`src/rtl/clk_period_meter_if.sv`:
```
// clk_period_meter_if: control and result bundle between the period meter and its consumer.
// The master drives start/rd_ack; the slave (meter) drives results and status.
interface clk_period_meter_if #(
    parameter int CNT_W = 32
);
    logic             start;
    logic             rd_ack;
    logic [CNT_W-1:0] period;
    logic [CNT_W-1:0] high_time;
    logic             valid;
    logic             ovf;
    logic             busy;

    modport master (
        output start, rd_ack,
        input  period, high_time, valid, ovf, busy
    );

    modport slave (
        input  start, rd_ack,
        output period, high_time, valid, ovf, busy
    );
endinterface

```
`src/rtl/clk_period_meter.sv`:
```
// clk_period_meter: measures period and high time of an async square wave in clk100 cycles.
// Define CLK_PERIOD_METER_AUTO_REARM_EN for continuous back-to-back measurement.
module clk_period_meter #(
    parameter int CNT_W       = 32,
    parameter int SYNC_STAGES = 2
) (
    input  logic              clk100,
    input  logic              rst_n,
    input  logic              sig_in,
    clk_period_meter_if.slave bus
);
    typedef enum logic [1:0] {S_IDLE, S_ARM, S_MEAS, S_DONE} state_t;

    localparam logic [CNT_W-1:0] MAX = '1;

    state_t                 r_state;
    state_t                 w_next;
    logic [SYNC_STAGES-1:0] r_sync;
    logic                   r_hist;
    logic                   w_sync;
    logic                   w_rise;
    logic                   w_fall;
    logic                   w_max;
    logic [CNT_W-1:0]       r_cnt;
    logic [CNT_W-1:0]       r_hi_cap;
    logic [CNT_W-1:0]       r_period;
    logic [CNT_W-1:0]       r_high;
    logic                   r_fall_seen;
    logic                   r_ovf;
    logic                   w_valid;
    logic                   w_busy;

    assign w_sync = r_sync[SYNC_STAGES-1];
    assign w_rise = w_sync & ~r_hist;
    assign w_fall = ~w_sync & r_hist;
    assign w_max  = (r_cnt == MAX);

    always_ff @(posedge clk100 or negedge rst_n) begin
        if (!rst_n) begin
            r_sync <= '0;
            r_hist <= 1'b0;
        end else begin
            r_sync <= {r_sync[SYNC_STAGES-2:0], sig_in};
            r_hist <= w_sync;
        end
    end

    always_ff @(posedge clk100 or negedge rst_n) begin
        if (!rst_n) r_state <= S_IDLE;
        else        r_state <= w_next;
    end

    always_comb begin
        w_next = r_state;
        unique case (r_state)
            S_IDLE: if (bus.start) w_next = S_ARM;
            S_ARM:  if (w_rise) w_next = S_MEAS;
            S_MEAS: begin
`ifdef CLK_PERIOD_METER_AUTO_REARM_EN
                if (w_max) w_next = S_ARM;
`else
                if (w_max || w_rise) w_next = S_DONE;
`endif
            end
            S_DONE: if (bus.rd_ack) w_next = S_IDLE;
            default: w_next = S_IDLE;
        endcase
    end

    // A rise landing on the saturated count is treated as a timeout.
    always_ff @(posedge clk100 or negedge rst_n) begin
        if (!rst_n) begin
            r_cnt       <= '0;
            r_hi_cap    <= '0;
            r_period    <= '0;
            r_high      <= '0;
            r_fall_seen <= 1'b0;
            r_ovf       <= 1'b0;
        end else begin
            unique case (r_state)
                S_ARM: begin
                    if (w_rise) begin
                        r_cnt       <= '0;
                        r_fall_seen <= 1'b0;
                    end
                end
                S_MEAS: begin
                    if (w_max) begin
                        r_period <= MAX;
                        r_high   <= r_fall_seen ? r_hi_cap : MAX;
                        r_ovf    <= 1'b1;
                    end else if (w_rise) begin
                        r_period    <= r_cnt + 1'b1;
                        r_high      <= r_hi_cap;
                        r_ovf       <= 1'b0;
                        r_cnt       <= '0;
                        r_fall_seen <= 1'b0;
                    end else begin
                        r_cnt <= r_cnt + 1'b1;
                        if (w_fall) begin
                            r_hi_cap    <= r_cnt + 1'b1;
                            r_fall_seen <= 1'b1;
                        end
                    end
                end
                S_DONE: if (bus.rd_ack) r_ovf <= 1'b0;
                default: ;
            endcase
        end
    end

`ifdef CLK_PERIOD_METER_AUTO_REARM_EN
    logic r_vpulse;

    always_ff @(posedge clk100 or negedge rst_n) begin
        if (!rst_n) r_vpulse <= 1'b0;
        else        r_vpulse <= (r_state == S_MEAS) && (w_max || w_rise);
    end
`endif

    always_comb begin
        w_busy = (r_state == S_ARM) || (r_state == S_MEAS);
`ifdef CLK_PERIOD_METER_AUTO_REARM_EN
        w_valid = r_vpulse;
`else
        w_valid = (r_state == S_DONE);
`endif
    end

    assign bus.period    = r_period;
    assign bus.high_time = r_high;
    assign bus.ovf       = r_ovf;
    assign bus.valid     = w_valid;
    assign bus.busy      = w_busy;
endmodule

```
`src/flat_wrapper.sv`:
```
// flat-port wrapper written by rule: the top's interface ports become plain ports
module clk_period_meter_flat 
#(
    parameter int CNT_W       = 32,
    parameter int SYNC_STAGES = 2
)
  (clk100, rst_n, sig_in, bus_start, bus_rd_ack, bus_period, bus_high_time, bus_valid, bus_ovf, bus_busy);
  clk_period_meter_if #(.CNT_W(CNT_W)) bus_i ();
  input  logic clk100;
  input  logic rst_n;
  input  logic sig_in;
  input wire logic [$bits(bus_i.start)-1:0] bus_start;
  input wire logic [$bits(bus_i.rd_ack)-1:0] bus_rd_ack;
  output wire logic [$bits(bus_i.period)-1:0] bus_period;
  output wire logic [$bits(bus_i.high_time)-1:0] bus_high_time;
  output wire logic [$bits(bus_i.valid)-1:0] bus_valid;
  output wire logic [$bits(bus_i.ovf)-1:0] bus_ovf;
  output wire logic [$bits(bus_i.busy)-1:0] bus_busy;
  assign bus_i.start = bus_start;
  assign bus_i.rd_ack = bus_rd_ack;
  assign bus_period = bus_i.period;
  assign bus_high_time = bus_i.high_time;
  assign bus_valid = bus_i.valid;
  assign bus_ovf = bus_i.ovf;
  assign bus_busy = bus_i.busy;
  clk_period_meter #(.CNT_W(CNT_W), .SYNC_STAGES(SYNC_STAGES)) u_core (.clk100(clk100), .rst_n(rst_n), .sig_in(sig_in), .bus(bus_i));
endmodule
```
`config.mk`:
```
export PLATFORM = sky130hd
export DESIGN_NAME = clk_period_meter_flat
export DESIGN_NICKNAME = d
export VERILOG_FILES = /design/src/rtl/clk_period_meter_if.sv /design/src/rtl/clk_period_meter.sv /design/src/flat_wrapper.sv
export SDC_FILE = /design/constraint.sdc
export NUM_CORES = 1
export LEC_CHECK = 0
export BUFFER_PORTS_ARGS = -buffer_cell sky130_fd_sc_hd__buf_2
export CORE_ASPECT_RATIO = 1.25
export CORE_UTILIZATION = 61
export CTS_BUF_LIST = sky130_fd_sc_hd__clkbuf_4 sky130_fd_sc_hd__clkbuf_8
export CTS_CLUSTER_SIZE = 40
export DETAILED_ROUTE_END_ITERATION = 8
export GPL_TIMING_DRIVEN = 0
export HOLD_SLACK_MARGIN = 0.08
export PLACE_DENSITY_LB_ADDON = 0.15
export SLEW_MARGIN = 20
export SYNTH_ARGS = -nofsm -noshare
export SYNTH_HDL_FRONTEND = slang
export SYNTH_SLANG_ARGS = --single-unit
```
`constraint.sdc`:
```
create_clock -name clk100 -period 2.92 [get_ports clk100]
set_input_delay 0.584 -clock clk100 [delete_from_list [all_inputs] [get_ports clk100]]
set_output_delay 0.584 -clock clk100 [all_outputs]
set_load 0.02 [all_outputs]
```
After elaboration in Yosys (flattened, before gate mapping)
Cells that the tools add are included.

Flip-flop bits (word level): 135. Latch bits: 0. Bits in writable memories: 0. ROM bits: 0. Output and inout bits: 67. Logic and storage cells: 61. Memories kept: 0.

Add/subtract/negate cells: 1. $mul: 0. Divide/modulo/power cells: 0. Order comparisons: 0. Eq/ne operators: 11. Shift operators: 0. Muxes and demuxes: 22. Bitwise logic cells: 6. Reduce and logical (&&, ||, !) cells: 12.

Operator list (count): $mux 32 (8); $pmux 32 s2 (1); $add 32x1->32 const B (1); $eq 32x32->1 const B (1); $reduce_and 4->1 (3); $mux 2 (4); $pmux 2 s4 (1); $mux 1 (6); $ne 2x2->1 const B (3); $ne 3x1->1 const B (2); $reduce_and 3->1 (2); $reduce_bool 2->1 (3); $eq 2x2->1 const B (2); $ne 2x1->1 const B (2); $not 1->1 (4); $pmux 1 s2 (2); $and 1x1->1 (2); $eq 2x1->1 const B (1); $logic_not 2->1 (1); $logic_or 1x1->1 (2); $reduce_and 2->1 (1).

Depth between registers and ports, before layout
Depth in word-level cells: 6. Mapped depth: 9. Depth with buffers taken out: 6.

Worst setup path after synthesis
OpenSTA, ideal clock, no wires.

Path kind: register to register. Start point: register u_core.r_cnt[0]. End point: register u_core.r_hi_cap[21]. Arrival time: 2.146 ns. Setup slack: 0.649 ns. Stages on the path, launching flop included: 8. Path buffers: 1. Period minus slack after synthesis: 2.271 ns. Cell sequence: dfrtp_1 ha_1 and2_1 nand3_1 nor3_4 nor4b_1 buf_2 mux2_2.

Cells in the longest elaborated chain, start to end: 3.

RTL lines: from (decl) (RTL line clk_period_meter.sv:24) `logic [CNT_W-1:0] r_cnt;`; from (signal assigned) (RTL line clk_period_meter.sv:99) `r_cnt <= r_cnt + 1'b1;`; branches (longest 3 deep; another with $add 32x1->32); to (signal assigned) (RTL line clk_period_meter.sv:101) `r_hi_cap <= r_cnt + 1'b1;`; to (decl) (RTL line clk_period_meter.sv:25) `logic [CNT_W-1:0] r_hi_cap;`.

Parallel ways; which one is timed is not known. A chain may end at the register's enable or synchronous reset.

Worst setup path after layout
Start point: register u_core.r_cnt[0]. End point: register u_core.r_high[20], in the netlist u_core.bus.high_time[20].

Cells in the longest elaborated chain, start to end: 3.

RTL lines: $eq 32x32->1 (*) (RTL line clk_period_meter.sv:36) `assign w_max = (r_cnt == MAX);`; $reduce_bool 2->1 (no source line); $reduce_and 2->1 (no source line); to (signal assigned) (RTL line clk_period_meter.sv:90) `r_high <= r_fall_seen ? r_hi_cap : MAX;`; to (signal assigned) (RTL line clk_period_meter.sv:94) `r_high <= r_hi_cap;`; to (decl) (RTL line clk_period_meter.sv:27) `logic [CNT_W-1:0] r_high;`.

Every way passes the cells marked *; elsewhere a longest branch is shown, timed or not.

==> summary.txt <==
Outcome
  – Status: finished, final reports clean

Yosys
  – Post-Syn Instances: between 500 and 600
  – Top post-synthesis cells by area: dfrtp_1, a31oi_1, mux2_2
  – Syn Nets: 583
  – Largest area contributor in the netlist: dfrtp_1
  – Yosys top cell area share: a little over half
  – Top FF cell, synth: dfrtp_1
  – Synth Area per Inst: 11.0 um2
  – Synth async-reset ratio: 100%
  – Unique masters post-synth: 49
  – Flops & latches, synth: approximately 140
  – Post-synth EDFFs: 0
  – Mapped cell area: 6290 um2
  – Synth Warn #: 0
  – Register area share after synthesis: approximately 54%

Clocking
  – H-Tree Depth: 4
  – Clk buf depth: 2
  – CTS tree: built
  – Number of CTS-inserted buffers: 17
  – Clk_lat worst skew: 0.44 ns
  – Root buffer cell: clkbuf_8
  – Num Clock Sinks: 135
  – CTS clk-pin slew, worst paths: roughly 0.07 ns

Final layout
  – Post-route cell area: 7310 um2
  – Layout cell share with drive strength beyond 1: 22.6%
  – Layout area overhead: 16.1%
  – Layout Nets: ~680
  – # diodes: 0

Timing
  – Pins Over Slew Limit: 0
  – Pin slew with the least headroom to its limit: ~0.97 ns
  – RSZ-0062 raised after global routing: no
  – Post-route minimum period: approximately 2.9 ns
  – Setup Skew: 0.00578 ns
  – Final Setup Violations: 0
  – WHS: around 0.24 ns
  – Final worst slack: 0.0610 ns
  – Setup TNS: 0 ns
  – Fin. Hold Viols: 0
  – Peak Freq: 350 MHz
  – Worst rel slew slack: 35.1%
  – Part of the cycle the worst path needs: 97.9%

Pwr
  – Pleak: 3.20 nW
  – Peak supply drop: about 0.57 mV
  – Power per cell area: 929 nW/um2

Routing
  – Remaining DRCs: 0
  – Vias post-DR: 5,154
  – Routed len/inst: 20.4 um
  – Via density: between 6 and 7
  – DRT Pass-1 Iters: 6
  – Drt total wl: 16.5 mm
  – Routed Antenna Nets: 0
  – First DRT Iteration DRCs: 346

Run
  – Maximum Capacitance Violations: 0

Placement
  – Cell Area, Placed: 6850 um2
  – Pre-CTS WS: 0.184 ns
  – I/O Buffers: between 70 and 80
  – Gpl congestion: 0.879
  – DP HPWL: 11.4 mm

Setup path
  – Nature of the critical path startpoint: register
  – Endpoint class of the critical path: register
  – CP arrival: 3.21 ns
  – CP max FO: 10
  – CP required: 3.27 ns
  – R2R cell count: 7
  – Crit path kind: register to register

Global route
  – Vias in the first global route: ~5,000
  – Global-route wire length before repair: 26.0 mm
  – Initial antenna violation count: 0
  – GRT Total Usage: 32.5%
  – Total global routing overflow: 0
  – Largest net degree at the start of global routing: 83

Worst hold path
  – Hold Path Class: input pin to register
  – WHS Path Cells: 1

Floorplanning
  – DIE WIDTH: 92.8 um
  – Top Ports: 72
  – Row count: 41
  – Core area: 10,100 um2
  – Effective utilization at floorplan: 62.6%
  – Die Height: 116 um
  – Die area: around 11,000 um2
==> final timing paths <==
| path | slack, ns | start | endpoint |
|---|---|---|---|
| max | 0.06 | u_core.r_cnt[0] | u_core.bus.high_time[20] |
| min | 0.24 | sig_in | u_core.r_sync[0] |
| max reg2reg | 0.06 | u_core.r_cnt[0] | u_core.bus.high_time[20] |
| min reg2reg | 0.36 | u_core.r_sync[0] | u_core.r_sync[1] |
| max in group asynchronous | 1.56 | rst_n | u_core.bus.high_time[21] |
| min in group asynchronous | 0.64 | rst_n | u_core.bus.high_time[7] |
==> registers in the layout, indices dropped and copies added (netlist names) <==
register              count
u_core.bus.high_time     32
u_core.bus.ovf            1
u_core.bus.period        32
u_core.r_cnt             32
u_core.r_fall_seen        1
u_core.r_hi_cap          32
u_core.r_hist             1
u_core.r_state            2
u_core.r_sync             2
==> final cells by class <==
class / count / area (um2)
Buffer: 43 / 213
Timing Repair Buffer: 74 / 410
Multi-Input combinational cell: 353 / 2550
Sequential cell: 135 / 3380
Fill cell: 772 / 2750
Clock buffer: 20 / 269
Clock inverter: 12 / 174
Inverter: 41 / 154
Tap cell: 129 / 161
==> worst max-delay path, cell delays in order, from the launching register on <==
cell and delay (ns):
dfrtp_1 0.51, ha_1 0.34, and2_1 0.25, nand4_1 0.19, o31ai_2 0.67, clkbuf_1 0.48
a21oi_1 0.14, a31oi_1 0.20
==> synthesized netlist by cell type (9+ instances only) <==
library cell,number
dfrtp_1,135
inv_1,41
a21oi_1,34
a31oi_1,33
nand2_1,30
clkbuf_1,21
xnor2_1,20
nand3_1,19
o21ai_0,18
o32a_1,18
mux2_2,17
nand4_1,16
buf_2,14
mux2i_1,14
nor4_1,14
o2bb2ai_1,11
a2bb2oi_1,10
o311ai_0,10
nor2_1,9
==> per-layer routing <==
layer  vias up  global-route usage (%)  wire [um]
li1       2313                       -          -
met2       209                    52.9       8260
met1      2586                    42.1       6640
met4         0                    13.3        397
met5         -                       0          0
met3        46                    7.55       1180
==> metrics by stage <==
| step | std cells | util [%] | total power, mW |
|---|---|---|---|
| after CTS | 806 | 72.6 | 6.80 |
| after detailed placement | 773 | 68.1 | 5.09 |
| after global placement | 772 | 67.7 | 4.99 |
| after floorplan | 572 | - | 4.19 |
| final | 807 | 72.7 | 6.79 |
| after global routing | 807 | 72.7 | 7.13 |
==> power breakdown <==
group	internal [mW]	switching, mW	total [mW]
combinational	0.840	1.61	2.45
sequential	2.35	0.277	2.62
clock	0.982	0.733	1.72
==> timing repair <==
item                                    in CTS  in global routing
hold buffers                                 1                  0
gates resized for setup                      0                  0
endpoints found under the setup margin       0                  5
endpoints found under the hold margin       53                  0
setup buffers                                0                  1
==> kinds of logic (layout without fill, tap and decap cells) <==
logic type / after synthesis / after routing / share of synthesized area, %
AO/OA/AOI/OAI: 149 / 149 / 16.9
multiplexers: 34 / 34 / 5.81
AND/OR/NAND/NOR: 136 / 136 / 12.7
buffers and inverters: 84 / 190 / 5.83
adder cells (fa/ha/maj): 6 / 6 / 1.19
XOR/XNOR: 28 / 28 / 3.90
flip-flops: 135 / 135 / 53.7
==> cell usage in the layout, fill, tap and decap left out, drive strengths merged, types with 5 or more instances in the layout <==
cell / instances
mux2: 20
xor2: 8
nand2: 30
inv: 42
a31oi: 33
nor4b: 5
nor3: 7
o32a: 18
clkbuf: 41
nand3: 19
o2bb2ai: 11
mux2i: 14
a2bb2oi: 10
nor4: 16
ha: 6
buf: 95
and4: 6
a21oi: 35
a221o: 5
xnor2: 20
o311ai: 10
nand4: 17
nor2: 9
dfrtp: 135
o21ai: 18
Note: power is estimated with default switching activity, not from simulation.
